[src/rtl/uart_rx.sv]
// UART receiver: oversampled 8-bit frames with run-time baud,
// parity and stop-bit configuration.
module uart_rx #(
  parameter int unsigned CLK_FREQ = 25000000
) (
  input  logic        clk,
  input  logic        rst,
  input  logic        rx,
  input  logic [31:0] baudrate,
  input  logic [1:0]  stop_bits,
  input  logic        parity_en,
  input  logic        parity_type,
  output logic [7:0]  data,
  output logic        valid,
  output logic        parity_err,
  output logic        frame_err,
  output logic        busy
);

  typedef enum logic [2:0] {
    IDLE,
    START,
    DATA,
    PARITY,
    STOP,
    WAIT_IDLE
  } state_t;

  state_t      state;
  logic        rx_m;
  logic        rxs;
  logic        rxs_q;
  logic [31:0] div_c;
  logic        cfg_ok;
  logic [31:0] div_r;
  logic [31:0] cnt;
  logic        tick;
  logic [2:0]  nbit;
  logic [7:0]  sh;
  logic        par_bit;
  logic        par_en_r;
  logic        par_type_r;
  logic        two_stop_r;
  logic        second;
  logic        ferr_acc;
  logic        stop_fe;

  always_ff @(posedge clk or negedge rst) begin
    if (!rst) begin
      rx_m  <= 1'b1;
      rxs   <= 1'b1;
      rxs_q <= 1'b1;
    end else begin
      rx_m  <= rx;
      rxs   <= rx_m;
      rxs_q <= rxs;
    end
  end

  always_comb begin
    div_c = '0;
    if (baudrate != '0)
      div_c = CLK_FREQ / baudrate;
  end

  assign cfg_ok  = div_c >= 32'd2;
  assign tick    = cnt <= 32'd1;
  assign stop_fe = ferr_acc | ~rxs;

  always_ff @(posedge clk or negedge rst) begin
    if (!rst) begin
      state      <= IDLE;
      data       <= '0;
      valid      <= 1'b0;
      parity_err <= 1'b0;
      frame_err  <= 1'b0;
      busy       <= 1'b0;
      div_r      <= '0;
      cnt        <= '0;
      nbit       <= '0;
      sh         <= '0;
      par_bit    <= 1'b0;
      par_en_r   <= 1'b0;
      par_type_r <= 1'b0;
      two_stop_r <= 1'b0;
      second     <= 1'b0;
      ferr_acc   <= 1'b0;
    end else begin
      valid <= 1'b0;
      unique case (state)
        IDLE: begin
          busy <= 1'b0;
          if (cfg_ok && rxs_q && !rxs) begin
            div_r      <= div_c;
            cnt        <= div_c >> 1;
            par_en_r   <= parity_en;
            par_type_r <= parity_type;
            two_stop_r <= stop_bits == 2'd1;
            second     <= 1'b0;
            ferr_acc   <= 1'b0;
            nbit       <= '0;
            busy       <= 1'b1;
            state      <= START;
          end
        end
        START: begin
          if (!tick) begin
            cnt <= cnt - 32'd1;
          end else if (!rxs) begin
            cnt   <= div_r;
            state <= DATA;
          end else begin
            busy  <= 1'b0;
            state <= IDLE;
          end
        end
        DATA: begin
          if (!tick) begin
            cnt <= cnt - 32'd1;
          end else begin
            sh   <= {rxs, sh[7:1]};
            cnt  <= div_r;
            nbit <= nbit + 3'd1;
            if (nbit == 3'd7)
              state <= par_en_r ? PARITY : STOP;
          end
        end
        PARITY: begin
          if (!tick) begin
            cnt <= cnt - 32'd1;
          end else begin
            par_bit <= rxs;
            cnt     <= div_r;
            state   <= STOP;
          end
        end
        STOP: begin
          if (!tick) begin
            cnt <= cnt - 32'd1;
          end else if (two_stop_r && !second) begin
            second   <= 1'b1;
            ferr_acc <= ~rxs;
            cnt      <= div_r;
          end else begin
            // Data and both flags update together with the strobe
            data       <= sh;
            parity_err <= par_en_r & (^sh ^ par_bit ^ par_type_r);
            frame_err  <= stop_fe;
            valid      <= 1'b1;
            busy       <= stop_fe;
            state      <= stop_fe ? WAIT_IDLE : IDLE;
          end
        end
        WAIT_IDLE: begin
          if (rxs) begin
            busy  <= 1'b0;
            state <= IDLE;
          end
        end
        default: begin
          busy  <= 1'b0;
          state <= IDLE;
        end
      endcase
    end
  end

endmodule

[config.mk]
export PLATFORM = sky130hd
export DESIGN_NAME = uart_rx
export DESIGN_NICKNAME = d
export VERILOG_FILES = /design/src/rtl/uart_rx.sv
export SDC_FILE = /design/constraint.sdc
export NUM_CORES = 1
export LEC_CHECK = 0
export ABC_CLOCK_PERIOD_IN_PS = 4500
export BUFFER_PORTS_ARGS = -buffer_cell sky130_fd_sc_hd__buf_2
export CAP_MARGIN = 20
export CORE_MARGIN = 3
export CORE_UTILIZATION = 31
export CTS_BUF_LIST = sky130_fd_sc_hd__clkbuf_8 sky130_fd_sc_hd__clkbuf_16
export CTS_CLUSTER_DIAMETER = 150
export DETAILED_ROUTE_END_ITERATION = 12
export PLACE_DENSITY_LB_ADDON = 0.05
export SLEW_MARGIN = 5
export SYNTH_ARGS = -nofsm -noshare
export SYNTH_HDL_FRONTEND = slang
export SYNTH_SLANG_ARGS = --single-unit
[constraint.sdc]
create_clock -name clk -period 4.5 [get_ports clk]
set_input_delay 0.675 -clock clk [delete_from_list [all_inputs] [get_ports clk]]
set_output_delay 0.675 -clock clk [all_outputs]
set_load 0.005 [all_outputs]
==> metrics.md <==
| Metric | Value |
|---|---|
| Critical path required time | approximately 4.8 ns |
| Clock Tree Root | clkbuf_16 |
| FP Rows | 127 |
| Max-Cap Viols | 0 |
| Via-per-instance ratio | 5.40 |
| Final Hold Viols | 0 |
| Clk pin slew, worst setup/hold paths | around 0.080 ns |
| RD Place Congestion | between 1 and 1.5 |
| Layout cells sized above 1 | 49.0% |
| Post-synth net total | 5977 |
| Fin area | 68000 µm² |
| CP peak stage delay | 0.52 ns |
| Class of the worst hold path | in2async |
| Worst path most repeated cell | buf_4 |
| Critical Path Start Type | input pin |
| Peak VDD IR | about 0.00033 V |
| RSZ-0062 raised after global routing | yes |
| Commonest non-fill, non-tap cell in the layout | buf_4 |
| Area contributors post-synth | ha_1, nand2_1, dfrtp_1 |
| Final-layout fill cell count | ~12000 |
| H-tree level count | 3 |
| DRT antenna net count | 0 |
| FF-to-FF path depth | 13 |
| Routed wire length | approximately 210000 µm |
| Worst EP arrival | about 58 ns |
| Setup crit end kind | flop |
| Fmax achieved | between 15 and 20 MHz |
| Setup CP Type | in2reg |
| EDFF count, synth | 0 |
| P&R area growth vs syn | 80.8% |
| Vias in the first global route | about 50000 |
| Failing checks | setup timing |
| GRT Util Overall | 30.9% |
| Synth Cell Area | approximately 38000 µm² |
| Fin nets | about 8700 |
| # diodes | 0 |
| Mapped Cells | between 5000 and 6000 |
| Top cell type's share of synthesized area | ~17% |
| Final worst slack | -52.80 ns |
| Largest net degree at the start of global routing | 70 |
| Worst Clk Skew | approximately 0.015 ns |
| Clock sink count | between 90 and 100 |
| Predominant post-synthesis flop cell | dfrtp_1 |
| Initial antenna violation count | 3 |
| WP buf/inv | 64 |
| CP Depth | 304 |
| Core box area | 120000 µm² |
| Share of async-settable or async-resettable flops after synthesis | 100% |
| # IOs | 51 |
| GR Overflow Total | 0 |
| TritonRoute pass-1 iters | 6 |
| Commonest cells after routing, fill and taps aside | buf_4, nand2_1, nor2_1 |
| Post-DP HPWL | about 170000 µm |
| Initial Util | between 30% and 40% |
| Port Buffer Count | 50 |
| Worst slack, placed | -56.98 ns |
| Crit-path leading delay family | compound AO/OA/AOI/OAI gates |
| Die X-Extent | about 350 µm |
| Pwr per Cell Area | around 110 nW/µm² |
| Max-slew headroom | 39.1% |
| Area post-placement | 59200 µm² |
| Die area | approximately 130000 µm² |
| Setup Viol. Count Final | 73 |
| Cell taking the most area after synthesis | ha_1 |
| Residual DRC count | 0 |
| Die height | 354 µm |
| Final core occ | a little under three fifths |
| Setup TNS | -3842.06 ns |
| Worst-margin pin slew | ~0.9 ns |
| Sequential-to-total area share from yosys stat | between 6 and 7% |
| Crit share post-route | 1270% |
| Clk Latency, worst-skew pair | 0.38 ns |
| Routed len/inst | approximately 21 µm |
| First-pass GRT wire length | around 300000 µm |
| Yosys reg bits | 98 |
| Synthesis Warnings | 0 |
| Static leakage | between 30 and 40 nW |
| Slew Viols, Final | 0 |
| Post-CTS Hold Fix Bufs | 0 |
| CTS tree | done |
| Clock Tree Buf Depth | 2 |
| Minimum clock period | 57.30 ns |
| DR vias | approximately 53000 |
| Outcome | finished with violations |
| Netlist cell types | roughly 130 |
| Iter 0 DRT Violations | 3927 |
| CTS Buf Count | 9 |
| CP max FO | 18 |
| Slowest CP cell | or4_4 |
| Syn_area_per_cell | ~7 µm² |
[per-stage QoR]
stage / power [mW] / instances / hold slack, ns
2_1_floorplan: 3.66 / 5439 / 0.345
3_3_place_gp: 5.44 / 9368 / 0.351
3_5_place_dp: 5.46 / 9368 / 0.350
4_1_cts: 6.93 / 9658 / 0.273
5_1_grt: 7.87 / 9792 / 0.292
6_report: 7.41 / 9792 / 0.265
[repair_timing]
item | in CTS | in global routing
endpoints found under the setup margin | 73 | 73
buffers inserted | 271 | 137
gates resized for setup | 577 | 546
pin swaps | 305 | 335
gates cloned | 11 | 7
[power by group]
group	total (mW)	internal [mW]	leakage, nW	switching [mW]
Sequential	1.11	0.979	1.31	0.129
Clock	0.792	0.386	0.140	0.406
Combinational	5.51	2.65	31.1	2.86
[cell usage after synthesis, types with 40 or more instances]
cell type  count
ha_1         499
a31oi_1      122
xnor2_1      264
nor3_1       142
nand4_1       40
o21a_1       132
inv_1        165
nand2_1      638
dfrtp_1       95
or3_1         47
mux2i_1       41
nand3_1      125
xor2_1       127
o21bai_1      46
clkbuf_1     115
buf_2         50
and3_1        47
nand2b_1      85
mux2_2        76
and2_1        49
o21ai_0      366
a211oi_1      80
o31ai_1       76
nor2_1       576
a21oi_1      464
o211ai_1      64
a21o_1       208
nor2b_1       47
[state kept, by name, indices dropped and copies added, names as in the netlist]
name and count:
parity_err 1, state 3, second 1, busy 1, par_bit 1, ferr_acc 1, rx_m 1, valid 1
frame_err 1, two_stop_r 1, rxs 1, rxs_q 1, div_r 31, sh 8, par_type_r 1, data 8
cnt 32, par_en_r 1, nbit 3
[logic make-up after synthesis]
kind of cell	share of synthesized area, %
mux	3.48
simple gates	24.5
fa+ha+maj	16.6
buf+inv	4.14
compound gates	35.6
flops	6.54
xor+xnor	9.11
other cells	0.00998
[worst paths after layout]
check	from	end	slack, ns
min in group clk	rx_m$_DFF_PN1_	rxs$_DFF_PN1_	0.36
hold reg to reg	rx_m$_DFF_PN1_	rxs$_DFF_PN1_	0.36
max in group asynchronous	rst	div_r[9]$_DFFE_PN0P_	3.38
hold / removal	rst	valid$_DFF_PN0_	0.26
setup / recovery	baudrate[19]	div_r[0]$_DFFE_PN0P_	-52.80
setup reg to reg	cnt[4]$_DFFE_PN0P_	cnt[28]$_DFFE_PN0P_	0.44
[worst reg2reg max path: cells and delay by family (launching register included)]
family / cells / cell delay [ns]
compound gates: 3 / 0.38
flops: 1 / 0.42
xor+xnor: 1 / 0.13
simple gates: 9 / 3.03
[layer usage]
metal | vias to the layer above | wire length, µm | GRT usage (%)
li1 | 25838 | - | -
met1 | 25078 | 93300 | 41.7
met2 | 1531 | 93200 | 51.4
met3 | 408 | 9360 | 2.03
met4 | 2 | 10400 | 12.1
met5 | - | 16 | 0
[final cells by class]
class	count	area [µm²]	share of cell area (%)
multi-input cells	4969	39500	58.2
repair buffers	2928	23000	33.9
flip-flops and latches	98	2460	3.61
well taps	1612	2020	2.97
inverters	169	643	0.946
clock buffers	9	225	0.331
clock inverters	7	61.3	0.0902
Power figures use the tool's default switching activity.
